$ cat config.mk
export PLATFORM = sky130hd
export DESIGN_NAME = vram_host_ctrl
export DESIGN_NICKNAME = d
export VERILOG_FILES = /design/src/rtl/vram_pkg.sv /design/src/rtl/vram_host_ctrl.sv
export SDC_FILE = /design/constraint.sdc
export NUM_CORES = 1
export LEC_CHECK = 0
export ABC_AREA = 1
export CAP_MARGIN = 20
export CORE_MARGIN = 8
export CORE_UTILIZATION = 54
export CTS_CLUSTER_DIAMETER = 60
export DETAILED_ROUTE_END_ITERATION = 16
export PLACE_DENSITY = 0.93
export SLEW_MARGIN = 20
export SYNTH_ARGS = -nofsm -noshare
export SYNTH_HDL_FRONTEND = slang
export SYNTH_SLANG_ARGS = --single-unit
$ cat constraint.sdc
create_clock -name clk -period 2.08 [get_ports clk]
set_input_delay 0.312 -clock clk [delete_from_list [all_inputs] [get_ports clk]]
set_output_delay 0.312 -clock clk [all_outputs]
set_load 0.01 [all_outputs]
$ cat src/rtl/vram_pkg.sv
// Shared constants, register map and state encoding for the VRAM host controller.
package vram_pkg;

  localparam int unsigned VRAM_AW   = 13;
  localparam int unsigned VRAM_DW   = 8;
  localparam int unsigned VRAM_SIZE = 5120;

  localparam logic [1:0] REG_ADDR_LO = 2'd0;
  localparam logic [1:0] REG_ADDR_HI = 2'd1;
  localparam logic [1:0] REG_DATA    = 2'd2;
  localparam logic [1:0] REG_CTRL    = 2'd3;

  typedef enum logic [1:0] {
    ST_IDLE     = 2'd0,
    ST_PREFETCH = 2'd1,
    ST_FILL     = 2'd2
  } state_e;

  // Post-increment with wrap at the top of VRAM.
  function automatic logic [VRAM_AW-1:0] ptr_inc(input logic [VRAM_AW-1:0] p,
                                                  input int unsigned size);
    return (32'(p) == size - 32'd1) ? '0 : p + VRAM_AW'(1);
  endfunction

  // Out-of-range pointer values collapse to zero.
  function automatic logic [VRAM_AW-1:0] ptr_clip(input logic [VRAM_AW-1:0] p,
                                                   input int unsigned size);
    return (32'(p) >= size) ? '0 : p;
  endfunction

endpackage

$ cat src/rtl/vram_host_ctrl.sv
// Host register window onto VRAM: auto-incrementing pointer, write-through DATA
// port, read-ahead buffer for DATA reads and a whole-memory FILL engine.
module vram_host_ctrl #(
  parameter int unsigned VRAM_SIZE = vram_pkg::VRAM_SIZE
) (
  input  logic                         clk,
  input  logic                         rst,
  input  logic [1:0]                   hostReg,
  input  logic [vram_pkg::VRAM_DW-1:0] hostWrData,
  input  logic                         hostWr,
  input  logic                         hostRd,
  output logic [vram_pkg::VRAM_DW-1:0] hostRdData,
  output logic                         hostBusy,
  output logic [vram_pkg::VRAM_AW-1:0] vramWrAddr,
  output logic [vram_pkg::VRAM_DW-1:0] vramWrData,
  output logic                         vramWr,
  output logic [vram_pkg::VRAM_AW-1:0] vramRdAddr2,
  input  logic [vram_pkg::VRAM_DW-1:0] vramRdData2
);
  import vram_pkg::*;

  localparam int unsigned LO_W = 8;

  state_e               state_q, state_d;
  logic                 phase_q, phase_d;
  logic [VRAM_AW-1:0]   ptr_q, ptr_d;
  logic [VRAM_DW-1:0]   rd_buf_q, rd_buf_d;
  logic [VRAM_DW-1:0]   host_rd_data_q, host_rd_data_d;
  logic                 host_busy_q, host_busy_d;
  logic                 vram_wr_q, vram_wr_d;
  logic [VRAM_AW-1:0]   vram_wr_addr_q, vram_wr_addr_d;
  logic [VRAM_DW-1:0]   vram_wr_data_q, vram_wr_data_d;
  logic [VRAM_AW-1:0]   vram_rd_addr_q, vram_rd_addr_d;

  logic addr_wr, data_wr, ctrl_wr, rd_req;

  // A simultaneous write wins; the read is discarded.
  assign rd_req  = hostRd && !hostWr;
  assign addr_wr = hostWr && (hostReg == REG_ADDR_LO || hostReg == REG_ADDR_HI);
  assign data_wr = hostWr && (hostReg == REG_DATA);
  assign ctrl_wr = hostWr && (hostReg == REG_CTRL);

  always_comb begin
    state_d        = state_q;
    phase_d        = phase_q;
    ptr_d          = ptr_q;
    rd_buf_d       = rd_buf_q;
    host_rd_data_d = host_rd_data_q;
    vram_wr_d      = 1'b0;
    vram_wr_addr_d = vram_wr_addr_q;
    vram_wr_data_d = vram_wr_data_q;
    vram_rd_addr_d = vram_rd_addr_q;

    if (addr_wr) begin
      if (hostReg == REG_ADDR_LO)
        ptr_d = ptr_clip({ptr_q[VRAM_AW-1:LO_W], hostWrData}, VRAM_SIZE);
      else
        ptr_d = ptr_clip({hostWrData[VRAM_AW-LO_W-1:0], ptr_q[LO_W-1:0]}, VRAM_SIZE);
    end

    if (rd_req) begin
      case (hostReg)
        REG_ADDR_LO: host_rd_data_d = ptr_q[LO_W-1:0];
        REG_ADDR_HI: host_rd_data_d = VRAM_DW'(ptr_q[VRAM_AW-1:LO_W]);
        REG_CTRL:    host_rd_data_d = VRAM_DW'(host_busy_q);
        REG_DATA: begin
          if (state_q == ST_IDLE) begin
            host_rd_data_d = rd_buf_q;
            ptr_d          = ptr_inc(ptr_q, VRAM_SIZE);
          end
        end
        default: ;
      endcase
    end

    case (state_q)
      ST_IDLE: begin
        if (addr_wr || (rd_req && hostReg == REG_DATA)) begin
          state_d        = ST_PREFETCH;
          phase_d        = 1'b0;
          vram_rd_addr_d = ptr_d;
        end else if (data_wr) begin
          vram_wr_d      = 1'b1;
          vram_wr_addr_d = ptr_q;
          vram_wr_data_d = hostWrData;
          ptr_d          = ptr_inc(ptr_q, VRAM_SIZE);
          state_d        = ST_PREFETCH;
          phase_d        = 1'b0;
          vram_rd_addr_d = ptr_d;
        end else if (ctrl_wr) begin
          vram_wr_d      = 1'b1;
          vram_wr_addr_d = '0;
          vram_wr_data_d = hostWrData;
          state_d        = ST_FILL;
        end
      end

      // Phase 0 presents the address, phase 1 captures the returned byte.
      ST_PREFETCH: begin
        if (addr_wr) begin
          phase_d        = 1'b0;
          vram_rd_addr_d = ptr_d;
        end else if (!phase_q) begin
          phase_d = 1'b1;
        end else begin
          rd_buf_d = vramRdData2;
          phase_d  = 1'b0;
          state_d  = ST_IDLE;
        end
      end

      ST_FILL: begin
        if (vram_wr_addr_q == VRAM_AW'(VRAM_SIZE - 1)) begin
          state_d        = ST_PREFETCH;
          phase_d        = 1'b0;
          vram_rd_addr_d = ptr_d;
        end else begin
          vram_wr_d      = 1'b1;
          vram_wr_addr_d = vram_wr_addr_q + VRAM_AW'(1);
        end
      end

      default: state_d = ST_IDLE;
    endcase

    host_busy_d = (state_d != ST_IDLE);
  end

  always_ff @(posedge clk) begin
    if (rst) begin
      state_q        <= ST_IDLE;
      phase_q        <= 1'b0;
      ptr_q          <= '0;
      rd_buf_q       <= '0;
      host_rd_data_q <= '0;
      host_busy_q    <= 1'b0;
      vram_wr_q      <= 1'b0;
      vram_wr_addr_q <= '0;
      vram_wr_data_q <= '0;
      vram_rd_addr_q <= '0;
    end else begin
      state_q        <= state_d;
      phase_q        <= phase_d;
      ptr_q          <= ptr_d;
      rd_buf_q       <= rd_buf_d;
      host_rd_data_q <= host_rd_data_d;
      host_busy_q    <= host_busy_d;
      vram_wr_q      <= vram_wr_d;
      vram_wr_addr_q <= vram_wr_addr_d;
      vram_wr_data_q <= vram_wr_data_d;
      vram_rd_addr_q <= vram_rd_addr_d;
    end
  end

  assign hostRdData  = host_rd_data_q;
  assign hostBusy    = host_busy_q;
  assign vramWr      = vram_wr_q;
  assign vramWrAddr  = vram_wr_addr_q;
  assign vramWrData  = vram_wr_data_q;
  assign vramRdAddr2 = vram_rd_addr_q;

endmodule

* Yosys cells after proc, flatten, opt, wreduce, memory -nomap -nowiden
Cells that the tools add are included.
** Cells by class
- Add/sub/neg operators :: 2
- Multiply operators :: 0
- Divide/modulo/power cells :: 0
- $lt $le $gt $ge :: 2
- Equal/unequal tests :: 14
- Shift operators :: 0
- Mux-type cells :: 43
- Bitwise operators :: 2
- Reduce and logical (&&, ||, !) cells :: 20
** Operator list (number)
- 13-bit 2-to-1 mux :: 19
- 13-bit case mux with 3 select lines :: 1
- 8-bit case mux with 4 select lines :: 1
- 13-bit by 1-bit adder with 13-bit output (second input constant) :: 2
- 13-bit equality test (second input constant) :: 2
- 13-bit greater-or-equal comparator (second input constant) :: 2
- 13-bit case mux with 2 select lines :: 1
- 8-bit 2-to-1 mux :: 3
- 2-bit 2-to-1 mux :: 6
- 2-bit != test (second input constant) :: 5
- 1-bit 2-to-1 mux :: 9
- 3-bit AND reduction :: 3
- 4-bit AND reduction :: 2
- 2-bit equality test (second input constant) :: 3
- 2-bit case mux with 3 select lines :: 1
- 2-bit nonzero test :: 3
- 1-bit logical AND :: 5
- 2-bit by 1-bit equality test with 1-bit output (second input constant) :: 2
- 2-bit zero test :: 2
- 3-bit by 2-bit != test with 1-bit output (second input constant) :: 1
- 3-bit != test (second input constant) :: 1
- 1-bit case mux with 3 select lines :: 1
- 3-bit nonzero test :: 1
- 1-bit logical OR :: 2
- 4 further kinds :: 5
** Word-level totals
- Flip-flop bits (word level) :: 68
- Bits in latches :: 0
- RAM bits :: 0
- Bits in read-only memories :: 0
- Input bits :: 22
- Output and inout bits :: 44
- Logic and storage cells :: 93
- Memories :: 0

* Logic depth before layout (Yosys ltp)
- Depth in word-level cells :: 10
- Gate-level depth with buffers :: 14
- Gate-level depth less buffers :: 12

* Worst setup path before layout
OpenSTA, ideal clock, no wires.
- Path kind :: flip-flop to flip-flop
- Start :: reg vram_wr_addr_q[0], in the netlist vramWrAddr[0]
- End :: reg vram_rd_addr_q[3], in the netlist vramRdAddr2[3]
- Setup time :: 0.115 ns
- Arrival time :: 1.684 ns
- Required time :: 1.965 ns
- Path slack :: 0.281 ns
- Cell stages (with the launch flop) :: 12
- Buffers on the path :: 1
- Period minus slack after synthesis :: 1.799 ns
- Cells stage by stage :: dfxtp_1 ha_1 nand3_1 nor3_4 nand3_2 nand2_2 nand2_4 nor2_8 buf_6 nand2_1 nor2_1 nor2_1
** Between the ends
- Word-level cells in the longest chain between the ends :: 3
** Ends and longest elaborated chain
- start, declared :: line vram_host_ctrl.sv:31 : logic [VRAM_AW-1:0] vram_wr_addr_q, vram_wr_addr_d;
- start signal, assigned :: line vram_host_ctrl.sv:149 : vram_wr_addr_q <= vram_wr_addr_d;
- 13-bit equality test :: line vram_host_ctrl.sv:113 : if (vram_wr_addr_q == VRAM_AW'(VRAM_SIZE - 1)) begin
- 2-bit != test (no source line)
- 4-bit AND reduction (no source line)
- end signal, assigned :: line vram_host_ctrl.sv:151 : vram_rd_addr_q <= vram_rd_addr_d;
- end, declared :: line vram_host_ctrl.sv:33 : logic [VRAM_AW-1:0] vram_rd_addr_q, vram_rd_addr_d;
No other way between the ends.
A chain may end at the register's enable or synchronous reset.

* Worst setup path in the final report
- Start :: reg vram_wr_addr_q[1], in the netlist vramWrAddr[1]
- End :: reg vram_wr_addr_q[8], in the netlist vramWrAddr[8]
** Between the ends
- Word-level cells in the longest chain between the ends :: 3
- Elaborated cells between the ends (all ways) :: 6
- Those cells by class :: add/sub: 1; eq/ne: 2; mux: 2; reduce/logical: 1
** Ends and longest elaborated chain (line)
- 13-bit by 1-bit adder with 13-bit output or 13-bit equality test (tied branches) :: vram_host_ctrl.sv:119, vram_host_ctrl.sv:113
- 13-bit 2-to-1 mux or 2-bit != test (tied branches)
- 13-bit case mux with 2 select lines or 4-bit AND reduction (tied branches)
Several ways; a longest one is shown, not always the timed one. The select of a mux whose other input is x is not followed.

==> metrics.yaml <==
nFillCells: 579
critPathMaxStageDelay_ns: 0.38
worstSetupStartpointType: "register"
die_area_sq_um: 10400
path_max_fanout: 5
grt_start_max_net_pins: 57
coreArea_sq_um: 7180
fmaxAchievable_mhz: 500
yosysUniqueCellTypes: 40
wl_per_cell_microns: 15.7
worst_slew_pin_slew_ns: 0.617
grt_overflow: 0
port_buffers: 65
cp_slowest_cell: "dfxtp_1"
fp-row-count: 31
clock_path_buffers: 2
root_buffer: "clkbuf_8"
total_power_mw: 3.49
pin_count: 66
cp.required_ns: 2.31
tns_ns: 0
path_class: "reg2reg"
power.density_nw_per_um2: 676
slew-limit-headroom_pct: 58.6
hold_viol_final: 0
clk_latency_ns: 0.35
drc: 0
grt_pass1_vias: 4294
postLayoutCoreUtil_pct: 71.9
worstReg2RegEnd: "vramWrAddr[8]"
holdPathStages: 2
reg2reg_depth: 9
critical_path.top_delay_family: "simple AND/OR/NAND/NOR gates"
layout_commonest_cell: "nand2_1"
vias: 4541
tritoncts: "built"
synth_seq_cells: 68
synth_edf_count: 0
crit_chain: "ha_1 > nand3_2 > nor3_4 > nand4_1 > nand2_1 > inv_1 > buf_4 > o21ai_0 > nor2_1"
cp_num_buf_inv: 2
p_leak_nw: 2.23
whs_endpoint: "vramWrData[2]"
cap_violations: 0
fin_crit_sh_pct: 96.1
fin_cells: 815
layout_common_cells: "nand2_1, inv_1, dfxtp_1, clkdlybuf4s50_1, nor2_1"
synth_warnings: 0
numCtsBuffers: 9
via_per_inst: 5.57
die_x_microns: 102
drt_iter0_drc: 363
die-height_microns: 102
async_flop_share_pct: 0
rrSetupSlack_ns: 0.08
timing.hold.ws_ns: 0.448
cp-end-kind: "register"
finalSetupViolations: 0
report.final.slew_viol_count: 0
skew_ns: 0.0112
fin_crit_ns: 2.00
drive_gt1_share_pct: 11.9
htreeDepth: 3
hold_path_class: "reg2reg"
status: "complete, no violations"
start_util_pct: 55.4
diodes: 0
first_pass_iters: 5
dp_cells: 794
ys_seq_area_share_pct: 34.3
syn_nets: 644
gp_congestion: 0.983
grt_usage_pct: 25.1
area_growth_syn_to_layout_pct: 29.9
grt_pass1_wl_mm: 20.5
syn-cell-area_sq_um: 3970
clkTransAtPathRegs_ns: 0.07
r2r_start: "vramWrAddr[1]"
wirelength_mm: 12.8
arrival_ns: 2.23
worstHoldStart: "vramWrData[2]"
dp_hpwl_mm: 9.63
cts.sinks: 68
syn_inst: 615
drtAntennaViolNets: 0
ys.flop_type: "dfxtp_1"
ir_worst_vdd_v: 0.000569
synth.avg_cell_area_sq_um: 6.46
nets: 740
antenna_found_initial: 0
[stage by stage]
step	worst slack [ns]	cell area, sq um
2_1_floorplan	0.281	3970
3_3_place_gp	-0.00835	4930
4_1_cts	0.112	5100
5_1_grt	-0.0163	5160
6_report	0.0807	5160
3_5_place_dp	-0.0943	4930
[logic make-up after synthesis]
logic type / after synthesis / share of synthesized area [%]
AND/OR/NAND/NOR: 290 / 32.9
buffers and inverters: 102 / 10.3
AO/OA/AOI/OAI: 143 / 19.2
adder cells (fa/ha/maj): 7 / 2.20
flip-flops: 68 / 34.3
XOR/XNOR: 5 / 1.10
[cells in the mapped netlist (all sizes together), types with 2 or more instances]
cell type	instances	area [sq um]
dfxtp	68	1360
o211ai	2	15.0
inv	80	303
xor2	3	26.3
a21oi	57	285
nor2	68	297
o22ai	5	31.3
o21ai	70	362
nand3	60	320
ha	7	87.6
nand2	143	567
clkbuf	10	37.5
buf	12	68.8
nand4	9	56.3
a221oi	3	26.3
nor3	6	41.3
xnor2	2	17.5
[per-layer routing]
metal / up-vias / GRT usage [%] / routed length (microns)
met3: 39 / 4.88 / 996
li1: 2207 / - / -
met5: - / 0 / 0
met4: 0 / 10.7 / 413
met1: 2059 / 30.4 / 5490
met2: 236 / 42.3 / 5920
[what timing repair did]
action	CTS	global route
hold buffers	0	0
resized for setup	0	3
setup endpoints to repair	0	13
buffers inserted	0	5
[worst max path at each step]
| stage | slack [ns] | from | to | cells after the start |
|---|---|---|---|---|
| final | 0.08 | vramWrAddr[1] | vramWrAddr[8] | 9 |
| after global routing | -0.02 | vramWrAddr[1] | vramWrAddr[8] | 9 |
| after CTS | 0.11 | vramWrAddr[0] | vramWrAddr[8] | 9 |
| after detailed placement | -0.09 | hostReg[1] | vramRdAddr2[2] | 10 |
| after global placement | -0.008 | hostReg[1] | vramRdAddr2[6] | 10 |
| after floorplan | 0.28 | vramWrAddr[0] | vramRdAddr2[3] | 11 |
[final cells by class]
| cell class | instances | area (sq um) | area share [%] |
|---|---|---|---|
| tap | 99 | 124 | 2.40 |
| inverter | 80 | 303 | 5.87 |
| sequential | 68 | 1360 | 26.4 |
| clock buffer | 10 | 128 | 2.47 |
| timing repair buffer | 107 | 995 | 19.3 |
| multi-input combinational | 445 | 2210 | 42.8 |
| clock inverter | 6 | 41.3 | 0.800 |
[worst reg2reg max path: stages (launching register included)]
cell     delay [ns]
dfxtp_1        0.38
ha_1           0.22
nand3_2        0.13
nor3_4         0.29
nand4_1        0.17
nand2_1        0.19
inv_1          0.09
buf_4          0.15
o21ai_0        0.20
nor2_1         0.07
[power breakdown]
part	switching (mW)	internal [mW]	total [mW]
logic	0.557	0.450	1.01
clock network	0.525	0.432	0.958
registers	0.102	1.42	1.53
total	1.18	2.31	3.49
[sequential cells by signal, indices dropped and copies added, names as in the netlist]
register     cells
hostBusy         1
vramWrAddr      13
rd_buf_q         8
vramRdAddr2     13
vramWr           1
vramWrData       8
ptr_q           13
phase_q          1
hostRdData       8
state_q          2
Power figures use the tool's default switching activity.
